$ cat src/rtl/demux_1x16_tdm.sv
// demux_1x16_tdm: serial TDM bit stream to 16 channel latches with frame assembly,
// mid-frame gap timeout and restart-on-frame_start abort detection.
module demux_1x16_tdm #(
  parameter int unsigned GAP_LIMIT = 8
) (
  input  logic        clk,
  input  logic        rst_n,
  input  logic        serial_in,
  input  logic        in_valid,
  input  logic        frame_start,
  output logic [3:0]  select_lines,
  output logic [15:0] demux_outputs,
  output logic [15:0] frame_data,
  output logic        frame_valid,
  output logic        frame_error
);
  typedef enum logic {IDLE, COLLECT} state_t;
  localparam logic [7:0] GAP = 8'(GAP_LIMIT);
  state_t      state_q, state_d;
  logic [3:0]  sel_q, sel_d;
  logic [15:0] dout_q, dout_d, fdata_q, fdata_d;
  logic        fv_q, fv_d, fe_q, fe_d;
  logic [7:0]  gap_q, gap_d, gap_inc;
  assign gap_inc = (gap_q == 8'hFF) ? gap_q : gap_q + 8'd1;
  always_comb begin
    state_d = state_q;
    sel_d   = sel_q;
    dout_d  = dout_q;
    fdata_d = fdata_q;
    gap_d   = gap_q;
    fv_d    = 1'b0;
    fe_d    = 1'b0;
    if (in_valid && frame_start) begin
      fe_d      = (state_q == COLLECT);
      dout_d[0] = serial_in;
      sel_d     = 4'd1;
      gap_d     = '0;
      state_d   = COLLECT;
    end else if (state_q == COLLECT && in_valid) begin
      dout_d[sel_q] = serial_in;
      sel_d         = sel_q + 4'd1;
      gap_d         = '0;
      if (sel_q == 4'd15) begin
        fdata_d = {serial_in, dout_q[14:0]};
        fv_d    = 1'b1;
        state_d = IDLE;
      end
    end else if (state_q == COLLECT) begin
      gap_d = gap_inc;
      if (gap_inc >= GAP) begin
        fe_d    = 1'b1;
        sel_d   = '0;
        gap_d   = '0;
        state_d = IDLE;
      end
    end
  end
  always_ff @(posedge clk or negedge rst_n) begin
    if (!rst_n) begin
      state_q <= IDLE;
      sel_q   <= '0;
      dout_q  <= '0;
      fdata_q <= '0;
      gap_q   <= '0;
      fv_q    <= 1'b0;
      fe_q    <= 1'b0;
    end else begin
      state_q <= state_d;
      sel_q   <= sel_d;
      dout_q  <= dout_d;
      fdata_q <= fdata_d;
      gap_q   <= gap_d;
      fv_q    <= fv_d;
      fe_q    <= fe_d;
    end
  end
  assign select_lines  = sel_q;
  assign demux_outputs = dout_q;
  assign frame_data    = fdata_q;
  assign frame_valid   = fv_q;
  assign frame_error   = fe_q;
endmodule

$ cat config.mk
export PLATFORM = sky130hd
export DESIGN_NAME = demux_1x16_tdm
export DESIGN_NICKNAME = d
export VERILOG_FILES = /design/src/rtl/demux_1x16_tdm.sv
export SDC_FILE = /design/constraint.sdc
export NUM_CORES = 1
export LEC_CHECK = 0
export ABC_CLOCK_PERIOD_IN_PS = 2450
export CAP_MARGIN = 25
export CORE_UTILIZATION = 55
export CTS_CLUSTER_SIZE = 8
export DETAILED_ROUTE_END_ITERATION = 12
export PLACE_DENSITY = 0.8
export SYNTH_ARGS = -nofsm -noshare
export SYNTH_HDL_FRONTEND = slang
export SYNTH_SLANG_ARGS = --single-unit
$ cat constraint.sdc
create_clock -name clk -period 2.45 [get_ports clk]
set_input_delay 0.245 -clock clk [delete_from_list [all_inputs] [get_ports clk]]
set_output_delay 0.245 -clock clk [all_outputs]
set_load 0.01 [all_outputs]
==> metrics.txt, run 1 <==
# TYPE chip_impl_metric gauge
chip_impl_metric{name="place.detailed.hpwl",unit="microns"} 2990
chip_impl_info{name="cts_tree",value="yes"} 1
chip_impl_metric{name="port_buffers",unit=""} 42
chip_impl_metric{name="worst_skew_pair_latency",unit="ns"} 0.29
chip_impl_metric{name="worst-endpoint-arrival",unit="ns"} 1.93
chip_impl_metric{name="holdBufCountCts",unit=""} 0
chip_impl_metric{name="cts.reportedPaths.clkPinSlew",unit="ns"} 0.08
chip_impl_metric{name="floorplan.rows",unit=""} 22
chip_impl_metric{name="synth_cell_types",unit=""} 38
chip_impl_info{name="setup_repair_after_global_routing_missed_its_margin",value="false"} 1
chip_impl_metric{name="power.ir.vdd_worst",unit="uV"} 411
chip_impl_metric{name="yosysSeqAreaShare",unit="%"} 53.1
chip_impl_metric{name="timing.final.crit_share",unit="%"} 72.8
chip_impl_metric{name="finClkSkew",unit="ns"} 0.00316
chip_impl_metric{name="fillers",unit=""} 266
chip_impl_metric{name="hold_viol",unit=""} 0
chip_impl_metric{name="clk_sinks",unit=""} 46
chip_impl_metric{name="post_cts_buffers",unit=""} 0
chip_impl_metric{name="design.core.area",unit="sq mm"} 0.00372
chip_impl_metric{name="gp_routability_congestion",unit=""} 0.896
chip_impl_metric{name="total_leakage_power",unit="nW"} 1.29
chip_impl_metric{name="p_per_area",unit="mW/mm^2"} 676
chip_impl_metric{name="number_of_buffers_added_by_the_clock_tree_synthesis_step",unit=""} 5
chip_impl_metric{name="final_util",unit="%"} 73.8
chip_impl_metric{name="global_route.overflow_total",unit=""} 0
chip_impl_metric{name="die_w",unit="microns"} 64.8
chip_impl_metric{name="fmax",unit="MHz"} 560
chip_impl_metric{name="first_global_vias",unit=""} 1483
chip_impl_info{name="layout.cells.most_common",value="sky130_fd_sc_hd__dfrtp_1"} 1
chip_impl_metric{name="detail_route.iter0.violations",unit=""} 60
chip_impl_metric{name="synth.ff_latch_count",unit=""} 46
chip_impl_metric{name="syn_area",unit="sq mm"} 0.00217
chip_impl_metric{name="slew-limit-headroom",unit="%"} 66.5
chip_impl_metric{name="worstPathRequired",unit="ns"} 2.60
chip_impl_metric{name="via_count",unit=""} 1505
chip_impl_metric{name="io_pins",unit=""} 43
chip_impl_metric{name="drt_drc_violations_left",unit=""} 0
chip_impl_metric{name="count_of_flip_flops_with_a_built_in_enable_after_synthesis",unit=""} 0
chip_impl_metric{name="post_drt_wl_per_cell",unit="microns"} 15.7
chip_impl_metric{name="viasPerCell",unit=""} 5.55
chip_impl_metric{name="drt_pass1_iterations",unit=""} 4
chip_impl_metric{name="drv_slew",unit=""} 0
chip_impl_metric{name="drt_wl_total",unit="microns"} 4250
chip_impl_metric{name="layout.area.seq",unit="sq mm"} 0.00115
chip_impl_metric{name="post-route-min-period",unit="ns"} 1.78
chip_impl_info{name="setup.worst_path.class",value="reg2reg"} 1
chip_impl_metric{name="antenna_cells",unit=""} 0
chip_impl_metric{name="design.die.area",unit="sq mm"} 0.00420
chip_impl_metric{name="grt_max_degree",unit=""} 47
chip_impl_metric{name="timing.final.setup_violations",unit=""} 0
chip_impl_metric{name="cts.path.max_buffers",unit=""} 2
chip_impl_metric{name="critical_path.max_fanout",unit=""} 9
chip_impl_metric{name="summed_negative_setup_slack_over_all_endpoints",unit="ns"} 0
chip_impl_info{name="cp_launch_type",value="register"} 1
chip_impl_info{name="clock_tree.root_cell",value="sky130_fd_sc_hd__clkbuf_8"} 1
chip_impl_info{name="worstReg2RegStart",value="gap_q[0]$_DFFE_PN0P_"} 1
chip_impl_metric{name="start_util",unit="%"} 58.4
chip_impl_metric{name="ys.warnings.count",unit=""} 0
chip_impl_metric{name="globalRouteTotalUtil",unit="%"} 23.2
chip_impl_info{name="result_of_the_run",value="finished clean"} 1
chip_impl_info{name="final_cell_mix",value="sky130_fd_sc_hd__dfrtp_1 (46), sky130_fd_sc_hd__clkdlybuf4s50_1 (41), sky130_fd_sc_hd__nand2_1 (22), sky130_fd_sc_hd__mux2_2 (22), sky130_fd_sc_hd__mux2_4 (9)"} 1
chip_impl_metric{name="multiInputGateArea",unit="sq um"} 937
chip_impl_metric{name="maxCapViolations",unit=""} 0
chip_impl_metric{name="chipHeight",unit="microns"} 64.8
chip_impl_metric{name="synth_cells",unit=""} 176
chip_impl_metric{name="syn-num-nets",unit=""} 186
chip_impl_metric{name="cts_repair_resize_count",unit=""} 0
chip_impl_info{name="setup.worst_path.end_class",value="register"} 1
chip_impl_metric{name="post_route_cells_drive_above_1_share",unit="%"} 21.1
chip_impl_metric{name="postSynth.asyncResetShare",unit="%"} 100
chip_impl_metric{name="final_antenna_net_count",unit=""} 0
chip_impl_metric{name="grt_first_pass_wirelength",unit="microns"} 7240
chip_impl_metric{name="fin_nets",unit=""} 232
chip_impl_info{name="synth_top_flop_cell",value="sky130_fd_sc_hd__dfrtp_1"} 1
chip_impl_metric{name="syn_area_per_cell",unit="sq um"} 12.3
chip_impl_metric{name="worst_margin_pin_slew",unit="ns"} 0.500
chip_impl_metric{name="h-tree-depth",unit=""} 2
chip_impl_metric{name="synthToLayoutAreaGrowth",unit="%"} 26.4
chip_impl_info{name="worstHoldPathType",value="in2async"} 1
chip_impl_info{name="crit_start",value="gap_q[0]$_DFFE_PN0P_"} 1
chip_impl_metric{name="antenna_found_initial",unit=""} 0
==> report_power, final <==
part           switching (mW)  leakage [nW]  total, mW  internal [mW]
Clock                   0.236        0.0524      0.542          0.305
Sequential             0.0776         0.619      0.918          0.840
Combinational           0.165         0.618      0.394          0.229
==> worst paths after layout <==
path	end	slack (ns)	cells past startpoint
max reg2reg	select_lines[1]$_DFFE_PN0P_	0.67	5
max	select_lines[1]$_DFFE_PN0P_	0.67	5
min	frame_data[10]$_DFFE_PN0P_	0.30	2
min reg2reg	frame_data[5]$_DFFE_PN0P_	0.51	1
max in group asynchronous	frame_error$_DFF_PN0_	1.71	3
min in group clk	frame_data[5]$_DFFE_PN0P_	0.51	1
==> per-layer routing <==
layer / global-route usage [%] / share of wire (%) / vias up
met5: 0 / 0 / -
met4: 9.72 / 1.9 / 0
met3: 4.93 / 3.3 / 9
met2: 38.3 / 51 / 37
met1: 29.3 / 44 / 748
li1: - / - / 711
==> kinds of logic (layout without fill, tap and decap cells) <==
group | after synthesis | in the layout | share of synthesized area, %
and+or+nand+nor | 56 | 56 | 14.1
adders and majority gates | 5 | 5 | 2.89
DFF | 46 | 46 | 53.1
muxes | 33 | 33 | 18.6
AOI/OAI and AO/OA | 22 | 22 | 7.62
buffers and inverters | 14 | 61 | 3.69
==> sequential cells by signal (all words and copies together) (netlist names) <==
name	cells
demux_outputs	16
frame_data	15
frame_error	1
frame_valid	1
gap_q	8
select_lines	4
state_q	1
==> critical path, cell delays in order, from the launching register on <==
cell and delay, ns:
sky130_fd_sc_hd__dfrtp_1 0.39, sky130_fd_sc_hd__ha_1 0.24, sky130_fd_sc_hd__nand3_1 0.10, sky130_fd_sc_hd__and3b_1 0.22, sky130_fd_sc_hd__o311ai_4 0.51, sky130_fd_sc_hd__a31oi_1 0.18
==> synthesized netlist by cell type (2+ instances only) <==
cell type                  instances  area share [%]
sky130_fd_sc_hd__a21oi_1           3            0.69
sky130_fd_sc_hd__and2_1            5             1.4
sky130_fd_sc_hd__and3_1            3            0.87
sky130_fd_sc_hd__clkbuf_1          4            0.69
sky130_fd_sc_hd__dfrtp_1          46              53
sky130_fd_sc_hd__ha_1              5             2.9
sky130_fd_sc_hd__inv_1             7             1.2
sky130_fd_sc_hd__mux2_2           22              11
sky130_fd_sc_hd__mux2_4            9             6.2
sky130_fd_sc_hd__mux2i_1           2            0.92
sky130_fd_sc_hd__nand2_1          22             3.8
sky130_fd_sc_hd__nand2b_1          3            0.87
sky130_fd_sc_hd__nand3_1           5             1.2
sky130_fd_sc_hd__nand3b_1          2            0.69
sky130_fd_sc_hd__nor2_1            3            0.52
sky130_fd_sc_hd__nor2b_1           3            0.87
sky130_fd_sc_hd__nor3_1            3            0.69
sky130_fd_sc_hd__o21ai_0           7             1.6
sky130_fd_sc_hd__o311ai_1          2            0.81
sky130_fd_sc_hd__o41ai_1           2            0.81
==> cell type report <==
class                      count  area share [%]
tap                           48            2.19
timing repair buffer          46            16.8
clock buffer                   7            2.78
inverter                       7           0.958
sequential                    46            42.0
clock inverter                 1            1.10
multi-input combinational    116            34.2
==> through the flow <==
stage	std cells	instance area (sq um)	hold slack, ns	power (mW)	worst slack [ns]
6_report	271	2740	0.300	1.85	0.666
5_1_grt	271	2740	0.314	1.95	0.545
4_1_cts	269	2710	0.150	1.86	0.656
3_5_place_dp	261	2610	0.467	1.33	0.360
3_3_place_gp	261	2610	0.441	1.30	0.416
2_1_floorplan	176	2170	-0.0506	1.10	0.898
Power figures use the tool's default switching activity.
==> run 2: changes to the inputs <==
ABC_CLOCK_PERIOD_IN_PS = 1850   (was 2450)
CORE_UTILIZATION = 51   (was 55)
PLACE_DENSITY = 0.75   (was 0.8)
clock period = 1.85 ns   (was 2.45 ns; I/O delays follow)
==> run 2 against run 1 <==
Effect of this change: sequential share of layout area is 0.47 points lower; flip-flop and latch count did not move; sequential power is 33% higher; via count up 1.6%; critical endpoint is now gap_q[1]$_DFFE_PN0P_; largest cell class unchanged; highest routed layer unchanged.
==> metrics.txt, run 2 (same netlist as run 1, synthesis figures left out) <==
# TYPE chip_impl_metric gauge
chip_impl_info{name="result_of_the_run",value="finished clean"} 1
chip_impl_metric{name="chipHeight",unit="microns"} 67.2
chip_impl_metric{name="drt_drc_violations_left",unit=""} 0
chip_impl_info{name="final_cell_mix",value="sky130_fd_sc_hd__dfrtp_1 (46), sky130_fd_sc_hd__clkdlybuf4s50_1 (41), sky130_fd_sc_hd__nand2_1 (22), sky130_fd_sc_hd__mux2_2 (22), sky130_fd_sc_hd__mux2_4 (9)"} 1
chip_impl_metric{name="io_pins",unit=""} 43
chip_impl_metric{name="first_global_vias",unit=""} 1491
chip_impl_metric{name="floorplan.rows",unit=""} 23
chip_impl_metric{name="setup.reg_to_reg.worst_slack",unit="ns"} 0.10
chip_impl_metric{name="timing.hold.ws",unit="ns"} 0.499
chip_impl_metric{name="finClkSkew",unit="ns"} 0.00922
chip_impl_metric{name="detail_route.iter0.violations",unit=""} 113
chip_impl_metric{name="power_frac_seq",unit="%"} 49.4
chip_impl_info{name="setup.worst_path.class",value="reg2reg"} 1
chip_impl_info{name="worstReg2RegStart",value="gap_q[0]$_DFFE_PN0P_"} 1
chip_impl_metric{name="design.core.area",unit="sq mm"} 0.00403
chip_impl_metric{name="gp_routability_congestion",unit=""} 0.858
chip_impl_metric{name="layoutNonFillerInstCount",unit=""} 277
chip_impl_metric{name="fillers",unit=""} 301
chip_impl_info{name="layout.cells.most_common",value="sky130_fd_sc_hd__dfrtp_1"} 1
chip_impl_metric{name="timing.final.crit_share",unit="%"} 94.3
chip_impl_metric{name="port_buffers",unit=""} 42
chip_impl_metric{name="die_w",unit="microns"} 67.2
chip_impl_info{name="worstHoldPathType",value="in2async"} 1
chip_impl_metric{name="fmax",unit="MHz"} 573
chip_impl_info{name="path_cells",value="ha_1 -> nand3_1 -> mux2i_2 -> o311ai_4 -> o41ai_1"} 1
chip_impl_metric{name="design.die.area",unit="sq mm"} 0.00452
chip_impl_info{name="timing.rr.end",value="gap_q[1]$_DFFE_PN0P_"} 1
chip_impl_info{name="cpLargestDelayFamily",value="compound AO/OA/AOI/OAI gates"} 1
chip_impl_metric{name="clk_sinks",unit=""} 46
chip_impl_metric{name="clkPwrFrac",unit="%"} 29.5
chip_impl_info{name="cp_max_delay_cell",value="sky130_fd_sc_hd__dfrtp_1"} 1
chip_impl_metric{name="synthToLayoutAreaGrowth",unit="%"} 27.9
chip_impl_metric{name="antenna_found_initial",unit=""} 0
chip_impl_metric{name="start_util",unit="%"} 53.8
chip_impl_metric{name="globalRouteTotalUtil",unit="%"} 21.8
chip_impl_metric{name="viasPerCell",unit=""} 5.52
chip_impl_metric{name="internal_power_contribution",unit="mW"} 1.82
chip_impl_metric{name="total_switching_power",unit="mW"} 0.647
chip_impl_metric{name="p_per_area",unit="mW/mm^2"} 890
chip_impl_info{name="clock_tree.root_cell",value="sky130_fd_sc_hd__clkbuf_8"} 1
chip_impl_metric{name="grt_first_pass_wirelength",unit="microns"} 7180
chip_impl_metric{name="power.ir.vdd_worst",unit="uV"} 641
chip_impl_metric{name="worst-endpoint-arrival",unit="ns"} 1.93
chip_impl_metric{name="final_util",unit="%"} 68.8
chip_impl_metric{name="hold_viol",unit=""} 0
chip_impl_metric{name="antenna_cells",unit=""} 0
chip_impl_metric{name="grt_max_degree",unit=""} 47
chip_impl_metric{name="postLayoutCellArea",unit="sq mm"} 0.00277
chip_impl_metric{name="critical-path-max-stage-delay",unit="ns"} 0.42
chip_impl_metric{name="dpl-instance-area",unit="sq mm"} 0.00265
chip_impl_metric{name="maxCapViolations",unit=""} 0
chip_impl_info{name="setup.worst_path.end_class",value="register"} 1
chip_impl_metric{name="total_leakage_power",unit="nW"} 1.30
chip_impl_metric{name="via_count",unit=""} 1529
chip_impl_metric{name="timing.final.setup_violations",unit=""} 0
chip_impl_metric{name="fin_nets",unit=""} 236
chip_impl_metric{name="post-route-min-period",unit="ns"} 1.75
chip_impl_info{name="cts_tree",value="yes"} 1
chip_impl_metric{name="comb_power_share",unit="%"} 21.2
chip_impl_metric{name="crit_cells",unit=""} 5
chip_impl_metric{name="place.detailed.hpwl",unit="microns"} 3050
chip_impl_metric{name="drt_wl_total",unit="microns"} 4360
chip_impl_metric{name="worst_margin_pin_slew",unit="ns"} 0.566
chip_impl_metric{name="slew-limit-headroom",unit="%"} 62.2
chip_impl_metric{name="critical_path.max_fanout",unit=""} 9
chip_impl_info{name="cp_launch_type",value="register"} 1
chip_impl_metric{name="place.detailed.instances",unit=""} 268
chip_impl_metric{name="h-tree-depth",unit=""} 2
chip_impl_metric{name="power_switching_share",unit="%"} 26.2
chip_impl_metric{name="final_antenna_net_count",unit=""} 0
chip_impl_metric{name="post_drt_wl_per_cell",unit="microns"} 15.7
chip_impl_metric{name="post_route_cells_drive_above_1_share",unit="%"} 23.3
chip_impl_metric{name="cts.path.max_buffers",unit=""} 2
chip_impl_metric{name="sum_of_buffers_and_inverters_on_the_critical_path",unit=""} 0
chip_impl_metric{name="worstPathRequired",unit="ns"} 2.04
chip_impl_metric{name="cts.reportedPaths.clkPinSlew",unit="ns"} 0.08
chip_impl_metric{name="drv_slew",unit=""} 0
chip_impl_metric{name="largest_reg_flops",unit=""} 16
chip_impl_metric{name="global_route.overflow_total",unit=""} 0
chip_impl_metric{name="worst_skew_pair_latency",unit="ns"} 0.30
chip_impl_metric{name="number_of_buffers_added_by_the_clock_tree_synthesis_step",unit=""} 5
chip_impl_metric{name="timing.reg2reg.worst_path_depth",unit=""} 5
chip_impl_metric{name="drt_pass1_iterations",unit=""} 4
run 2: final cells by class:
cell class                      instances  area, sq um  share of cell area [%]
Clock buffer                            7         76.3                    2.75
Clock inverter                          1         30.0                    1.08
Inverter                                7         26.3                   0.948
Multi-Input combinational cell        116          948                    34.2
Sequential cell                        46         1150                    41.5
Tap cell                               50         62.6                    2.26
Timing Repair Buffer                   50          478                    17.2
run 2: worst max path at each step:
stage,endpoint,startpoint
floorplan,gap_q[0]$_DFFE_PN0P_,gap_q[0]$_DFFE_PN0P_
global placement,frame_data[5]$_DFFE_PN0P_,frame_start
detailed placement,frame_data[0]$_DFFE_PN0P_,frame_start
CTS,gap_q[0]$_DFFE_PN0P_,gap_q[0]$_DFFE_PN0P_
global route,gap_q[1]$_DFFE_PN0P_,gap_q[0]$_DFFE_PN0P_
finish,gap_q[1]$_DFFE_PN0P_,gap_q[0]$_DFFE_PN0P_
run 2: what timing repair did:
| item | 4_1_cts | 5_1_grt |
|---|---|---|
| setup buffers | 0 | 0 |
| resized for setup | 0 | 2 |
| setup endpoints to repair | 0 | 2 |
| hold buffers | 1 | 0 |
| hold endpoints to repair | 46 | 0 |
run 2: tightest hold or removal path: cells and delay by family:
| kind | cells | cell delay, ns |
|---|---|---|
| buffers and inverters | 3 | 1.07 |
run 2: power by group through the flow:
| stage | clock network (mW) | registers [mW] | logic [mW] |
|---|---|---|---|
| 4_1_cts | 0.741 | 1.22 | 0.529 |
| 5_1_grt | 0.785 | 1.24 | 0.568 |
| 2_1_floorplan | 0 | 1.26 | 0.202 |
| 3_3_place_gp | 0 | 1.23 | 0.511 |
| 3_5_place_dp | 0 | 1.24 | 0.526 |
| 6_report | 0.727 | 1.22 | 0.523 |
run 2: per-stage QoR:
stage | setup slack (ns) | total power [mW] | TNS [ns]
2_1_floorplan | 0.298 | 1.46 | 0
3_3_place_gp | 0.0513 | 1.74 | 0
3_5_place_dp | -0.00713 | 1.76 | -0.0124
4_1_cts | 0.0422 | 2.49 | 0
5_1_grt | -0.00469 | 2.59 | -0.00469
6_report | 0.105 | 2.47 | 0
run 2: layer usage:
layer / up-vias / track usage (%) / share of wire (%)
met3: 8 / 5.91 / 4.9
met1: 748 / 29.1 / 43
met2: 55 / 34.8 / 51
met4: 0 / 6.38 / 1.5
li1: 718 / - / -
met5: - / 0 / 0
==> run 3: changes to the inputs <==
ABC_CLOCK_PERIOD_IN_PS = default   (was 1850)
CORE_UTILIZATION = 62   (was 51)
DONT_BUFFER_PORTS = 1   (was default)
PLACE_DENSITY = 0.74   (was 0.75)
==> run 3 against run 2 <==
Effect of this change: first-iteration DRC count shrank 13%; critical endpoint is now gap_q[0]$_DFFE_PN0P_; flip-flop and latch count is the same; die area shrank 17%; sequential power grew 5%; utilization grew 1.1 points; power shrank 18%; wire length shrank 8.4%; largest power group unchanged; global-route usage grew 2.3 points; via count shrank 10%.
==> metrics.txt, run 3 (same netlist as run 1, synthesis figures left out) <==
# TYPE chip_impl_metric gauge
chip_impl_metric{name="start_util",unit="%"} 65.0
chip_impl_metric{name="post_drt_wl_per_cell",unit="microns"} 17.2
chip_impl_metric{name="hold_viol",unit=""} 0
chip_impl_metric{name="final_antenna_net_count",unit=""} 0
chip_impl_metric{name="drt_drc_violations_left",unit=""} 0
chip_impl_metric{name="post_route_cells_drive_above_1_share",unit="%"} 27.4
chip_impl_metric{name="synthToLayoutAreaGrowth",unit="%"} 7.56
chip_impl_info{name="cp_launch_type",value="register"} 1
chip_impl_info{name="worstHoldPathType",value="in2reg"} 1
chip_impl_metric{name="first_global_vias",unit=""} 1284
chip_impl_metric{name="worst-endpoint-arrival",unit="ns"} 1.96
chip_impl_metric{name="grt_max_degree",unit=""} 47
chip_impl_metric{name="number_of_buffers_added_by_the_clock_tree_synthesis_step",unit=""} 5
chip_impl_info{name="setup.worst_path.end_class",value="register"} 1
chip_impl_metric{name="chipHeight",unit="microns"} 61.1
chip_impl_metric{name="largest_reg_flops",unit=""} 16
chip_impl_metric{name="clk_sinks",unit=""} 46
chip_impl_metric{name="timing.hold.ws",unit="ns"} 0.0359
chip_impl_metric{name="post_cts_buffers",unit=""} 0
chip_impl_metric{name="p_per_area",unit="mW/mm^2"} 866
chip_impl_metric{name="total_leakage_power",unit="nW"} 1.14
chip_impl_metric{name="maxCapViolations",unit=""} 0
chip_impl_metric{name="layoutNonFillerInstCount",unit=""} 232
chip_impl_metric{name="worstPathRequired",unit="ns"} 2.09
chip_impl_metric{name="fillers",unit=""} 263
chip_impl_info{name="clock_tree.root_cell",value="sky130_fd_sc_hd__clkbuf_4"} 1
chip_impl_metric{name="worst_margin_pin_slew",unit="ns"} 0.522
chip_impl_metric{name="drt_wl_total",unit="microns"} 3990
chip_impl_info{name="result_of_the_run",value="finished clean"} 1
chip_impl_metric{name="fin_nets",unit=""} 195
chip_impl_metric{name="power.ir.vdd_worst",unit="uV"} 558
chip_impl_metric{name="place.detailed.instances",unit=""} 219
chip_impl_metric{name="antenna_found_initial",unit=""} 0
chip_impl_metric{name="worst_skew_pair_latency",unit="ns"} 0.36
chip_impl_metric{name="slew-limit-headroom",unit="%"} 64.9
chip_impl_metric{name="timing.final.crit_share",unit="%"} 92.8
chip_impl_metric{name="design.core.area",unit="sq mm"} 0.00334
chip_impl_metric{name="summed_negative_setup_slack_over_all_endpoints",unit="ns"} 0
chip_impl_metric{name="floorplan.rows",unit=""} 21
chip_impl_metric{name="place.detailed.hpwl",unit="microns"} 2710
chip_impl_metric{name="pre_cts_slack",unit="ns"} 0.142
chip_impl_metric{name="viasPerCell",unit=""} 5.93
chip_impl_info{name="setup.worst_path.class",value="reg2reg"} 1
chip_impl_metric{name="design.die.area",unit="sq mm"} 0.00374
chip_impl_metric{name="drv_slew",unit=""} 0
chip_impl_metric{name="cts.reportedPaths.clkPinSlew",unit="ns"} 0.12
chip_impl_metric{name="postLayoutSetupSlackWorst",unit="ns"} 0.133
chip_impl_metric{name="post-route-min-period",unit="ns"} 1.72
chip_impl_metric{name="multiInputGateArea",unit="sq um"} 941
chip_impl_metric{name="detail_route.iter0.violations",unit=""} 98
chip_impl_metric{name="finClkSkew",unit="ns"} 0.0143
chip_impl_metric{name="gp_routability_congestion",unit=""} 0.796
chip_impl_metric{name="grt_first_pass_wirelength",unit="microns"} 6270
chip_impl_metric{name="drt_pass1_iterations",unit=""} 5
chip_impl_metric{name="port_buffers",unit=""} 0
chip_impl_metric{name="globalRouteTotalUtil",unit="%"} 24.1
chip_impl_metric{name="antenna_cells",unit=""} 0
chip_impl_metric{name="timing.final.setup_violations",unit=""} 0
chip_impl_metric{name="h-tree-depth",unit=""} 2
chip_impl_metric{name="cts.path.max_buffers",unit=""} 2
chip_impl_metric{name="postLayoutCellArea",unit="sq mm"} 0.00233
chip_impl_metric{name="fmax",unit="MHz"} 582
chip_impl_info{name="final_cell_mix",value="sky130_fd_sc_hd__dfrtp_1 (46), sky130_fd_sc_hd__nand2_1 (22), sky130_fd_sc_hd__mux2_2 (22), sky130_fd_sc_hd__mux2_4 (9)"} 1
chip_impl_metric{name="layout.area.seq",unit="sq mm"} 0.00115
chip_impl_metric{name="via_count",unit=""} 1376
chip_impl_metric{name="die_w",unit="microns"} 61.1
chip_impl_metric{name="critical_path.max_fanout",unit=""} 9
chip_impl_metric{name="global_route.overflow_total",unit=""} 0
chip_impl_metric{name="dpl-instance-area",unit="sq mm"} 0.00220
chip_impl_info{name="cts_tree",value="yes"} 1
chip_impl_info{name="layout.cells.most_common",value="sky130_fd_sc_hd__dfrtp_1"} 1
chip_impl_metric{name="io_pins",unit=""} 43
chip_impl_info{name="setup_repair_after_global_routing_missed_its_margin",value="false"} 1
==> run 3: changes by cell type in the layout (fill, tap and decap cells not counted), moves of 2 or more <==
cell / previous run / this run
sky130_fd_sc_hd__clkdlybuf4s50_1: 41 / 0
sky130_fd_sc_hd__clkbuf_4: 0 / 5
sky130_fd_sc_hd__clkbuf_8: 5 / 0
sky130_fd_sc_hd__buf_4: 7 / 4
sky130_fd_sc_hd__dlygate4sd3_1: 1 / 4
sky130_fd_sc_hd__clkbuf_1: 2 / 0
==> run 3: path summary, 6_finish.rpt <==
path                                      startpoint                           to  slack (ns)  cells after the start
worst max-delay path            gap_q[0]$_DFFE_PN0P_         gap_q[0]$_DFFE_PN0P_        0.13                      5
worst min-delay path                     frame_start  select_lines[2]$_DFFE_PN0P_        0.04                      2
worst max register to register  gap_q[0]$_DFFE_PN0P_         gap_q[0]$_DFFE_PN0P_        0.13                      5
worst min register to register  gap_q[1]$_DFFE_PN0P_         gap_q[1]$_DFFE_PN0P_        0.53                      2
max in group asynchronous                      rst_n        frame_error$_DFF_PN0_        1.33                      2
min in group asynchronous                      rst_n    frame_data[9]$_DFFE_PN0P_        0.31                      2
==> run 3: where the power goes <==
group          switching [mW]  internal, mW
sequential              0.163          1.11
clock                   0.321         0.148
combinational           0.134         0.142
total                   0.617          1.40
==> run 3: routing by layer <==
metal  global-route usage, %  routed length, microns  vias to the layer above
met3                    7.35                     232                        8
met1                    30.8                    1760                      682
met5                       0                       0                        -
met2                    38.8                    1940                       50
li1                        -                       -                      636
met4                    8.77                      56                        0
==> run 3: what timing repair did <==
action	CTS	global route
hold buffers	5	0
endpoints found under the hold margin	67	0
setup endpoints to repair	0	1
resized for setup	0	1
==> run 3: cell type report <==
| type | instances | area share [%] |
|---|---|---|
| clock buffer | 5 | 1.61 |
| tap | 46 | 2.47 |
| timing repair buffer | 9 | 4.18 |
| inverter | 7 | 1.13 |
| sequential | 46 | 49.4 |
| multi-input combinational | 116 | 40.3 |
| clock inverter | 3 | 0.912 |
==> run 3: critical path: stages (launching register included) <==
cell and delay (ns):
sky130_fd_sc_hd__dfrtp_1 0.43, sky130_fd_sc_hd__ha_1 0.25, sky130_fd_sc_hd__nand3_1 0.12, sky130_fd_sc_hd__mux2i_2 0.27, sky130_fd_sc_hd__o311ai_4 0.20, sky130_fd_sc_hd__o41ai_1 0.35
==> run 3: stage by stage <==
step           total power, mW  util [%]
2_1_floorplan             1.46         -
3_3_place_gp              1.51      66.0
3_5_place_dp              1.53      66.0
4_1_cts                   2.04      69.8
5_1_grt                   2.13      69.9
6_report                  2.02      69.9
